--- config.mk ---
export PLATFORM = sky130hd
export DESIGN_NAME = hex_display_scan
export DESIGN_NICKNAME = d
export VERILOG_FILES = /design/src/rtl/display_pkg.sv /design/src/rtl/hex_to_seg.sv /design/src/rtl/hex_display_scan.sv
export SDC_FILE = /design/constraint.sdc
export NUM_CORES = 1
export LEC_CHECK = 0
export CORE_MARGIN = 2
export CORE_UTILIZATION = 40
export CTS_CLUSTER_DIAMETER = 50
export CTS_CLUSTER_SIZE = 25
export DETAILED_ROUTE_END_ITERATION = 12
export HOLD_SLACK_MARGIN = 0.02
export PLACE_DENSITY = 0.59
export SLEW_MARGIN = 20
export SYNTH_ARGS = -nofsm -noshare
export SYNTH_HDL_FRONTEND = slang
export SYNTH_HIERARCHICAL = 1
export SYNTH_SLANG_ARGS = --single-unit
--- constraint.sdc ---
create_clock -name clk -period 3 [get_ports clk]
set_clock_uncertainty 0.2 [all_clocks]
set_input_delay 0.45 -clock clk [delete_from_list [all_inputs] [get_ports clk]]
set_output_delay 0.45 -clock clk [all_outputs]
set_load 0.05 [all_outputs]
--- src/rtl/display_pkg.sv ---
// Shared constants for the 7-segment display path: segment patterns for
// hex digits 0-F (active-high, bit order {g,f,e,d,c,b,a}) and the blank code.
package display_pkg;

    localparam int NUM_DIGITS = 4;

    typedef logic [1:0] digit_idx_t;
    typedef logic [6:0] seg_t;

    localparam seg_t SEG_0     = 7'h3F;
    localparam seg_t SEG_1     = 7'h06;
    localparam seg_t SEG_2     = 7'h5B;
    localparam seg_t SEG_3     = 7'h4F;
    localparam seg_t SEG_4     = 7'h66;
    localparam seg_t SEG_5     = 7'h6D;
    localparam seg_t SEG_6     = 7'h7D;
    localparam seg_t SEG_7     = 7'h07;
    localparam seg_t SEG_8     = 7'h7F;
    localparam seg_t SEG_9     = 7'h6F;
    localparam seg_t SEG_A     = 7'h77;
    localparam seg_t SEG_B     = 7'h7C;
    localparam seg_t SEG_C     = 7'h39;
    localparam seg_t SEG_D     = 7'h5E;
    localparam seg_t SEG_E     = 7'h79;
    localparam seg_t SEG_F     = 7'h71;
    localparam seg_t SEG_BLANK = 7'h00;

endpackage

--- src/rtl/hex_to_seg.sv ---
// Combinational hex nibble to active-high 7-segment pattern {g,f,e,d,c,b,a}.
module hex_to_seg
    import display_pkg::*;
(
    input  logic [3:0] nibble,
    output logic [6:0] seg
);

    // Table lookup of the segment pattern for one hex digit
    always_comb begin
        seg = SEG_BLANK;
        case (nibble)
            4'h0: seg = SEG_0;
            4'h1: seg = SEG_1;
            4'h2: seg = SEG_2;
            4'h3: seg = SEG_3;
            4'h4: seg = SEG_4;
            4'h5: seg = SEG_5;
            4'h6: seg = SEG_6;
            4'h7: seg = SEG_7;
            4'h8: seg = SEG_8;
            4'h9: seg = SEG_9;
            4'hA: seg = SEG_A;
            4'hB: seg = SEG_B;
            4'hC: seg = SEG_C;
            4'hD: seg = SEG_D;
            4'hE: seg = SEG_E;
            4'hF: seg = SEG_F;
            default: seg = SEG_BLANK;
        endcase
    end

endmodule

--- src/rtl/hex_display_scan.sv ---
// Four-digit multiplexed 7-segment driver. A prescaler steps the lit digit,
// the input word is latched into a shadow register once per scan frame so a
// frame never mixes two values, and the segment/anode outputs are registered.
module hex_display_scan
    import display_pkg::*;
#(
    parameter int SCAN_DIV      = 50000,
    parameter bit ACTIVE_LOW    = 1'b1,
    parameter bit BLANK_LEADING = 1'b1
) (
    input  logic        clk,
    input  logic        rst_n,
    input  logic [15:0] data_in,
    input  logic [3:0]  dp_in,
    output logic [6:0]  seg,
    output logic        dp,
    output logic [3:0]  an,
    output logic        frame_tick
);

    localparam logic [15:0] DIV_LAST = 16'(SCAN_DIV - 1);
    // Inactive levels of the pin-facing outputs for the selected polarity
    localparam logic [6:0]  SEG_OFF  = ACTIVE_LOW ? 7'h7F : 7'h00;
    localparam logic [3:0]  AN_OFF   = ACTIVE_LOW ? 4'hF : 4'h0;
    localparam logic        DP_OFF   = ACTIVE_LOW;

    logic [15:0] div_cnt;
    digit_idx_t  idx;
    logic [15:0] shadow;
    logic [3:0]  dp_shadow;
    logic        first;

    logic        at_term;
    logic        capture;
    logic [3:0]  cur_nibble;
    logic [6:0]  cur_seg;
    logic        blank;
    logic [3:0]  an_dec;
    logic [6:0]  seg_dec;
    logic        dp_dec;

    assign at_term    = (div_cnt == DIV_LAST);
    // Capture once after reset and again whenever the scan wraps 3 -> 0
    assign capture    = first || (at_term && (idx == 2'd3));
    assign cur_nibble = shadow[{idx, 2'b00} +: 4];

    hex_to_seg u_hex_to_seg (
        .nibble (cur_nibble),
        .seg    (cur_seg)
    );

    // Leading-zero blanking: digit idx is dark when it and every digit to its
    // left are zero and it carries no decimal point; digit 0 always shows
    always_comb begin
        blank = 1'b0;
        if (BLANK_LEADING && (idx != 2'd0)) begin
            blank = ((shadow >> {idx, 2'b00}) == 16'd0) && !dp_shadow[idx];
        end
    end

    // Decode of the current digit, polarity applied last
    always_comb begin
        an_dec  = 4'b0001 << idx;
        seg_dec = blank ? SEG_BLANK : cur_seg;
        dp_dec  = dp_shadow[idx];
        if (ACTIVE_LOW) begin
            an_dec  = ~an_dec;
            seg_dec = ~seg_dec;
            dp_dec  = ~dp_dec;
        end
    end

    // Prescaler and digit index
    always_ff @(posedge clk or negedge rst_n) begin
        if (!rst_n) begin
            div_cnt <= 16'd0;
            idx     <= 2'd0;
        end else if (at_term) begin
            div_cnt <= 16'd0;
            idx     <= idx + 2'd1;
        end else begin
            div_cnt <= div_cnt + 16'd1;
        end
    end

    // Shadow capture of the display word and the frame pulse
    always_ff @(posedge clk or negedge rst_n) begin
        if (!rst_n) begin
            shadow     <= 16'd0;
            dp_shadow  <= 4'd0;
            first      <= 1'b1;
            frame_tick <= 1'b0;
        end else begin
            frame_tick <= capture;
            if (capture) begin
                shadow    <= data_in;
                dp_shadow <= dp_in;
                first     <= 1'b0;
            end
        end
    end

    // Registered pin outputs; they reflect the pre-edge index and shadow
    always_ff @(posedge clk or negedge rst_n) begin
        if (!rst_n) begin
            an  <= AN_OFF;
            seg <= SEG_OFF;
            dp  <= DP_OFF;
        end else begin
            an  <= an_dec;
            seg <= seg_dec;
            dp  <= dp_dec;
        end
    end

endmodule

; ---- Yosys cells after proc, flatten, opt, wreduce, memory -nomap -nowiden
; Memories as Yosys holds them, arrays and structs flattened.
; Cells that the tools add are included.
; W data, S select, Z words.
[totals]
reg_bits = 52
input_bits = 22
romBits = 112
out_inout_bits = 13
memories = 1
word_cells = 32
[mem_list]
columns = memory, words, word_bits, read_ports, rd_ports_with_merged_regs, wr, line_no
row1 = (no name shown), 16, 7, 1, 0, 0, hex_to_seg.sv:12  ; case (nibble)
[classes]
mux = 5
n_bitwise = 3
shift = 3
add_sub_neg = 2
magnitude_cmp = 1
eq_ne = 2
n_reduce_logical = 6
[ops]
columns = operator, count
row1 = $add A16 B1 Y16 const B, 1
row2 = $eq A16 B16 Y1 const B, 1
row3 = $logic_not A16 Y1, 1
row4 = $mux W16, 1
row5 = $shiftx A16 B5 Y4, 1
row6 = $shr A16 B4 Y16, 1
row7 = $mux W7, 1
row8 = $not A7 Y7, 1
row9 = $not A4 Y4, 1
row10 = $shl A1 B2 Y4 const A, 1
row11 = $lt A2 B3 Y1 const B, 1
row12 = $add A2 B1 Y2 const B, 1
row13 = $bmux W1 S2, 1
row14 = $eq A2 B2 Y1 const B, 1
row15 = $logic_and A1 B1 Y1, 2
row16 = $mux W1, 2
row17 = $reduce_bool A2 Y1, 1
row18 = $logic_not A1 Y1, 1
row19 = $logic_or A1 B1 Y1, 1
row20 = $not A1 Y1, 1

; ---- Depth between registers and ports, before layout
; Gate-level depths: netlist of the first run.
[depth]
depth_word = 7
depth_mapped = 9
depth_no_buf = 7

; ---- Modules after synthesis
; The synthesis of the first run kept the hierarchy.
[by_module_without_submodules]
columns = module, cells_each, area_each_um2, n_inst
row1 = hex_display_scan, 175, 2275.9, 1
row2 = hex_to_seg, 33, 287.8, 1

; ---- Least setup slack after synthesis of the first run
; OpenSTA, ideal clock, no wires.
[synth_timing]
kind = flip-flop to flip-flop
start = register idx[0]
end = register seg[3]
path_buffers = 1
synth_period_minus_slack_ps = 2292
path_slack_ps = 708
setup_time_ps = 74
path_stages_with_launch = 8
arrival_ps = 2018
required_time_ps = 2726
path_cell_list = dfrtp_1 > buf_6 > mux4_2 > inv_1 > ha_1 > inv_1 > mux4_1 > o21ai_1
[synth_between]
word_cells_on_any_way = 12
classes_between = 2 x shift / 4 x mux / 1 x bitwise / 4 x reduce/logical / 1 x memory
[synth_rtl]
columns = element, line_no
row1 = from (decl), hex_display_scan.sv:28  ; digit_idx_t idx;
row2 = from (signal assigned), hex_display_scan.sv:80  ; idx <= idx + 2'd1;
row3 = $shiftx A16 B5 Y4, hex_display_scan.sv:45  ; assign cur_nibble = shadow[{idx, 2'b00} +: 4];
row4 = via cur_nibble[1], hex_display_scan.sv:35  ; logic [3:0] cur_nibble;
row5 = $mem_v2 Z16 W7, n/a
row6 = via cur_seg[3], hex_display_scan.sv:36  ; logic [6:0] cur_seg;
row7 = $mux W7, hex_display_scan.sv:64  ; seg_dec = blank ? SEG_BLANK : cur_seg;
row8 = $not A7 Y7, hex_display_scan.sv:68  ; seg_dec = ~seg_dec;
row9 = via seg_dec[3], hex_display_scan.sv:39  ; logic [6:0] seg_dec;
row10 = to (signal assigned), hex_display_scan.sv:111  ; seg <= seg_dec;
row11 = to (decl), hex_display_scan.sv:15  ; output logic [6:0] seg,
; The timed path passes the listed nets, and every way through them passes these cells. The select of a mux whose other input is x is not followed.
; A chain may end at the register's enable or synchronous reset.

; ---- Worst setup path after layout of the first run
[layout_timing]
start = register idx[0]
end = register seg[0]
[layout_between]
word_cells_on_any_way = 12
classes_between = 2 x shift / 4 x mux / 1 x bitwise / 4 x reduce/logical / 1 x memory
[layout_rtl]
columns = element, line_no
row1 = $shiftx A16 B5 Y4, hex_display_scan.sv:45
row2 = via cur_nibble[2], hex_display_scan.sv:35
row3 = $mem_v2 Z16 W7, n/a
row4 = $mux W7, hex_display_scan.sv:64
row5 = $not A7 Y7, hex_display_scan.sv:68
row6 = via seg_dec[0], hex_display_scan.sv:39
; The timed path passes the listed nets, and every way through them passes these cells. The select of a mux whose other input is x is not followed.

==> results of run 1 <==
==> metal layers <==
layer,share of wire [%],track usage (%),wire length (um)
met5,0,0,0
met4,1.7,5.13,77
met3,4.1,3.26,182
met2,42,19.1,1870
met1,52,21.3,2320
==> logic make-up after synthesis <==
kind of cell / after synthesis / share of synthesized area, %
AOI/OAI and AO/OA: 24 / 6.00
xor gates and xnor gates: 12 / 4.10
adders and majority gates: 12 / 5.86
buffers and inverters: 20 / 3.66
DFF: 52 / 51.4
muxes: 34 / 17.3
other: 1 / 0.146
and+or+nand+nor: 53 / 11.6
==> cell usage after synthesis (3+ instances only) <==
cell and instances:
dfrtp_1 39, mux2_2 22, dfstp_2 13, inv_1 13, ha_1 12, nor2_1 10, xnor2_1 8, nand2_1 7
o21ai_1 7, a21oi_1 6, mux2i_1 6, nand3_1 6, nor3_1 6, nand4_1 4, xor2_1 4, and3_1 3
buf_2 3, mux4_1 3, nand2b_1 3, o21ai_0 3
==> worst min-delay path by stage <==
stage	depth (start not counted)	slack [ns]	to
after floorplan	0	-0.05	div_cnt[0]$_DFF_PN0_
after global placement	1	0.27	div_cnt[15]$_DFF_PN0_
after detailed placement	1	0.27	div_cnt[15]$_DFF_PN0_
after CTS	2	0.07	div_cnt[12]$_DFF_PN0_
after global routing	2	0.10	div_cnt[13]$_DFF_PN0_
final	2	0.04	div_cnt[13]$_DFF_PN0_
==> cell type report <==
type / count / area [um^2]
fill: 568 / 3150
sequential: 52 / 1320
multi-input combinational: 136 / 1160
timing repair buffer: 39 / 373
tap: 77 / 96.3
clock buffer: 6 / 72.6
clock inverter: 2 / 60.1
inverter: 13 / 48.8
==> state kept, by name (all words and copies together), names as in the netlist <==
register,flops
shadow,16
seg,7
div_cnt,16
first,1
idx,2
dp_shadow,4
dp,1
frame_tick,1
an,4
==> through the flow <==
stage	std cells	setup WS, ns	hold slack (ns)
2_1_floorplan	208	0.708	-0.0456
3_3_place_gp	317	0.686	0.270
3_5_place_dp	317	0.629	0.271
4_1_cts	325	0.595	0.0681
5_1_grt	325	0.484	0.102
6_report	325	0.605	0.0435
==> worst max-delay path, cell delays in order, from the launching register on <==
cell and delay, ns:
dfrtp_1 0.42, buf_4 0.21, mux4_2 0.66, or4_4 0.46, a21o_4 0.23, o21ai_1 0.14
==> power by group through the flow <==
stage | registers (mW) | logic (mW) | clock network (mW)
3_5_place_dp | 0.800 | 0.270 | 0
6_report | 0.786 | 0.268 | 0.556
2_1_floorplan | 0.859 | 0.112 | 0
3_3_place_gp | 0.800 | 0.268 | 0
5_1_grt | 0.792 | 0.292 | 0.605
4_1_cts | 0.787 | 0.271 | 0.578
==> placed cells by master (no fill, tap or decap), types with 2 or more instances in the layout <==
master,count
ha_1,12
o21ai_0,3
nand3_1,6
and3_1,3
nor4bb_1,2
buf_4,5
nand4_1,4
xnor2_1,8
dfstp_2,13
nor2b_1,2
nor3_1,6
mux2_2,22
nor2_1,10
mux2i_1,6
clkdlybuf4s50_1,33
nor4_1,2
nand2b_1,3
bufinv_16,2
a21oi_1,5
inv_1,13
clkbuf_8,5
mux4_1,3
nor3b_1,2
dfrtp_1,39
mux4_2,2
o21ai_1,7
nand2_1,7
xor2_1,4
==> metrics.txt, run 1 <==
max-cap violations 0; die area 0.00707 mm^2; total power ~1.6 mW; cell count after synthesis ~210; pwr dens between 500 and 600 mW/mm^2; initial antenna violation count 0; Via density between 5 and 6; Final ANT Viol Nets 0; CP Max Fanout 13; post-DR wirelength/cell ~14 um; RSZ-0062 raised after global routing no; Skew-Pair Late Insertion Delay 0.30 ns; Worst Tran Pin Value roughly 0.75 ns; area grow syn2layout 21.9%; CP arrival around 2.4 ns; antenna cells 0; setup_tns 0 ns; f_max around 420 MHz; Worst Reg2Reg Path Length in Cells 5; maximum VDD drop 277 uV; synth warn 6; post-route minimum period 2.39 ns; Internal Power around 1.2 mW; CTS Buf Count 5; first-pass GRT wire length about 7900 um; Post-layout nets 281; vias around 1600; Worst Path Required around 3 ns; total track usage around 14%; worst reg2reg path startpoint idx[0]$_DFFE_PN0N_; end point of the critical path seg[0]$_DFF_PN1_; leak pwr around 1.3 nW; DRC Markers 0; Post-synth ARST share 100%; Comb power frac between 15 and 20%; final setup vio count 0; Site Rows 29; Yosys cell types 43; top-level I/O count 35; sw frac between 20% and 30%; CTS tree done; Iteration-0 DRC Markers 65; sequential area share after synthesis between 50% and 60%; element type at the critical path end flop; Relative slew margins 49.8%; design area 0.00312 mm^2; Post-Syn Area 0.00256 mm^2; clock power share between 30% and 40%; CP startpoint idx[0]$_DFFE_PN0N_; share of layout cells above drive strength 1 21.8%; Net Switching 0.394 mW; clock buffer depth 2; synth top area cells dfrtp_1, dfstp_2, mux2_2; CTS root buf clkbuf_8; worst reg2reg path endpoint seg[0]$_DFF_PN1_; Post-DP Area 0.00299 mm^2; core area 0.00628 mm^2; post-synth top area share 38.1%; final max-slew violation count 0; r2r setup slk slightly above 0.6 ns; worst setup path class reg -> reg; final core occ between 40% and 50%; number of global-route vias before repair around 1600; status complete, no violations; number of clock sinks 52; largest net degree at the start of global routing 53; HP Class in -> async; initial core utilization about two fifths; CTS H-tree depth 2; leading area contributor after synthesis dfrtp_1; final worst-path cycle share approximately four fifths; cts repair resizes 0; HPWL after detailed placement 3170 um; number of synthesized flops with an enable pin 0; Hold Vio Cnt, Final 0; die width 84.1 um; IO buf count 34; Seq cells post-synth 52; crit path launch type flop; Reg power frac around half; Placer Congestion ~0.85; hold_buf cts 0; Syn Area/Cell around 12 um^2; Initial DRT Pass Iterations 4; routed wire length approximately 4500 um; gr ovfl total 0; post-synthesis net count approximately 240; Die H between 80 and 90 um; Top FF cell, synth dfrtp_1; Post-CTS Setup Bufs 0; Reg clk slew, reported paths ~0.10 ns
No activity file was read; power rests on OpenSTA's default activity.
==> inputs of run 2 (changes only) <==
--- a/config.mk
+++ b/config.mk
@@ -11,7 +11,7 @@
 export CTS_CLUSTER_SIZE = 25
 export DETAILED_ROUTE_END_ITERATION = 12
 export HOLD_SLACK_MARGIN = 0.02
-export PLACE_DENSITY = 0.59
+export PLACE_DENSITY = 0.62
 export SLEW_MARGIN = 20
 export SYNTH_ARGS = -nofsm -noshare
 export SYNTH_HDL_FRONTEND = slang
==> constraint.sdc (replaced) <==
create_clock -name clk -period 2.1 [get_ports clk]
set_clock_uncertainty 0.2 [all_clocks]
set_input_delay 0.315 -clock clk [delete_from_list [all_inputs] [get_ports clk]]
set_output_delay 0.315 -clock clk [all_outputs]
set_load 0.05 [all_outputs]
==> run 2 against run 1 <==
Net effect:
- the run now ends with setup timing left
- utilization rose by 4.3 points
- hold slack improved by 0.22 ns
- first-iteration DRC count rose by 49%
- worst setup slack got worse by 0.67 ns
- total power grew 37%
- via count up 7.3%
- flip-flop and latch count unchanged
- non-clock buffer count grew 27
- final cell count grew 8.3%
- critical path depth did not move
==> metrics.txt, run 2 (same netlist as run 1, synthesis figures left out) <==
status finished with violations; violated checks setup timing; Fin Hold WS 0.267 ns (+0.223 ns); CP Cell Sequence mux4_2 > inv_4 > ha_4 > mux4_2 > o21ai_2; CTS tree done; final worst-path cycle share 103% (+23 points); Skew-Pair Late Insertion Delay 0.30 ns (about the same); post-route minimum period 2.16 ns (-0.231 ns); max-cap violations 0 (unchanged); Slowest-stage cell, CP mux4_2; final core occ 54.1% (+4.3 points); fillers 553 (-2.6%); most frequent cells in the layout buf_4, dfrtp_1, mux2_2, clkdlybuf4s50_1, dfstp_2; Post-DP Area 0.00316 mm^2 (+5.6%); final max-slew violation count 0 (unchanged); CP arrival 2.20 ns (-0.22 ns); DRC Markers 0 (unchanged); wire length on met3 185 um (+1.6%); Top delay family on crit path multiplexers; gr ovfl total 0 (unchanged); HP Class in -> async; antenna cells 0 (unchanged); CTS root buf clkbuf_8; share of layout cells above drive strength 1 41.8% (+20 points); routed wl met2 2540 um (+36%); Relative slew margins 61.2% (+11 points); clock buffer depth 2 (unchanged); Worst Path Required 2.14 ns (-0.89 ns); CP Max Fanout 5 (-8); crit path launch type flop; design area 0.00339 mm^2 (+8.7%); post-DR wirelength/cell 14.6 um (+6.4%); f_max 462 MHz (+11%); top sig layer met4; IO buf count 34 (unchanged); M1 WL 2360 um (+1.5%); Post-layout nets 308 (+9.6%); Iteration-0 DRC Markers 97 (+49%); pwr dens 649 mW/mm^2 (+26%); worst reg2reg path startpoint idx[0]$_DFFE_PN0N_; Placer Congestion 0.876 (+2.6%); number of global-route vias before repair 1906 (+21%); CTS Buf Count 5 (unchanged); die area 0.00707 mm^2 (unchanged); total track usage 15.6% (+1.7 points); Worst Path Buf+Inv 1 (unchanged); r2r setup slk -0.06 ns (-0.67 ns); worst setup path class reg -> reg; Final ANT Viol Nets 0 (unchanged); Largest regs div_cnt x16, shadow x16, seg x7; setup_tns -0.328 ns (-0.328 ns); first-pass GRT wire length 8970 um (+13%); top-level I/O count 35 (unchanged); Initial DRT Pass Iterations 4 (unchanged); most common cell after layout, fill and taps aside buf_4; worst setup margin -0.0642 ns (-0.669 ns); core area 0.00628 mm^2 (unchanged); die width 84.1 um (unchanged); total power 2.20 mW (+37%); largest net degree at the start of global routing 21 (-60%); final setup vio count 7 (+7); Via density 5.02 (-0.94%); element type at the critical path end flop; Slowest Stage Delay on Critical Path 0.60 ns (-0.06 ns); maximum VDD drop 320 uV (+16%); routed wire length 5130 um (+15%); initial core utilization 40.8% (unchanged); worst reg2reg path endpoint seg[3]$_DFF_PN1_; CTS H-tree depth 2 (unchanged); Hold Vio Cnt, Final 0 (unchanged); initial antenna violation count 0 (unchanged); Die H 84.1 um (unchanged); RSZ-0062 raised after global routing yes; crit-path most repeated cell mux4_2; HPWL after detailed placement 3600 um (+14%); number of clock sinks 52 (unchanged); Reg clk slew, reported paths 0.10 ns (about the same); Worst Tran Pin Value 0.580 ns (-0.170 ns); Site Rows 29 (unchanged); leak pwr 1.42 nW (+11%); area grow syn2layout 32.4%; vias 1766 (+7.3%); Worst Reg2Reg Path Length in Cells 5 (unchanged)
-- run 2: worst max-delay path by stage --
stage | start | to | slack [ns] | depth (start not counted)
detailed placement | idx[0]$_DFFE_PN0N_ | seg[6]$_DFF_PN1_ | -0.18 | 6
CTS | idx[0]$_DFFE_PN0N_ | seg[3]$_DFF_PN1_ | -0.09 | 5
global route | idx[0]$_DFFE_PN0N_ | seg[3]$_DFF_PN1_ | -0.17 | 5
global placement | idx[0]$_DFFE_PN0N_ | seg[5]$_DFF_PN1_ | -0.11 | 6
finish | idx[0]$_DFFE_PN0N_ | seg[3]$_DFF_PN1_ | -0.06 | 5
floorplan | idx[0]$_DFFE_PN0N_ | seg[3]$_DFF_PN1_ | -0.12 | 6
-- run 2: stage by stage --
stage               setup slack, ns  std cells
floorplan                    -0.124        208
detailed placement           -0.176        339
finish                      -0.0642        352
global route                 -0.166        352
global placement             -0.108        339
CTS                         -0.0893        349
-- run 2: layout make-up --
cell class	count	area, um^2	area share, %
clock buffers	6	82.6	2.43
inverters	13	51.3	1.51
repair buffers	66	599	17.7
flip-flops and latches	52	1320	38.9
multi-input cells	136	1230	36.3
clock inverters	2	13.8	0.405
well taps	77	96.3	2.84
-- run 2: worst register-to-register path, cell delays in order, from the launching register on --
cell     delay (ns)
dfrtp_2        0.44
mux4_2         0.60
inv_4          0.12
ha_4           0.20
mux4_2         0.46
o21ai_2        0.07
-- run 2: per-layer routing --
metal | track usage (%) | up-vias
met5 | 0 | -
met4 | 4.40 | 0
li1 | - | 866
met1 | 21.2 | 864
met2 | 25.0 | 31
met3 | 3.76 | 5
-- run 2: repair_timing --
| action | CTS | global route |
|---|---|---|
| hold buffers | 1 | 0 |
| buffers inserted | 1 | 1 |
| endpoints found under the setup margin | 7 | 26 |
| gates cloned | 0 | 2 |
| pin swaps | 2 | 2 |
| resized for setup | 11 | 9 |
| hold endpoints to repair | 14 | 0 |
-- run 2: report_power, final --
group	total (mW)	switching, mW	internal, mW
combinational	0.471	0.240	0.231
clock	0.613	0.342	0.270
sequential	1.12	0.0344	1.08
total	2.20	0.617	1.59
==> inputs of run 3 (changes only) <==
--- a/config.mk
+++ b/config.mk
@@ -8,7 +8,6 @@
 export CORE_MARGIN = 2
 export CORE_UTILIZATION = 40
 export CTS_CLUSTER_DIAMETER = 50
-export CTS_CLUSTER_SIZE = 25
 export DETAILED_ROUTE_END_ITERATION = 12
 export HOLD_SLACK_MARGIN = 0.02
 export PLACE_DENSITY = 0.62
==> results of run 3 <==
Final layout, timing and power as in run 2 (identical DEF).
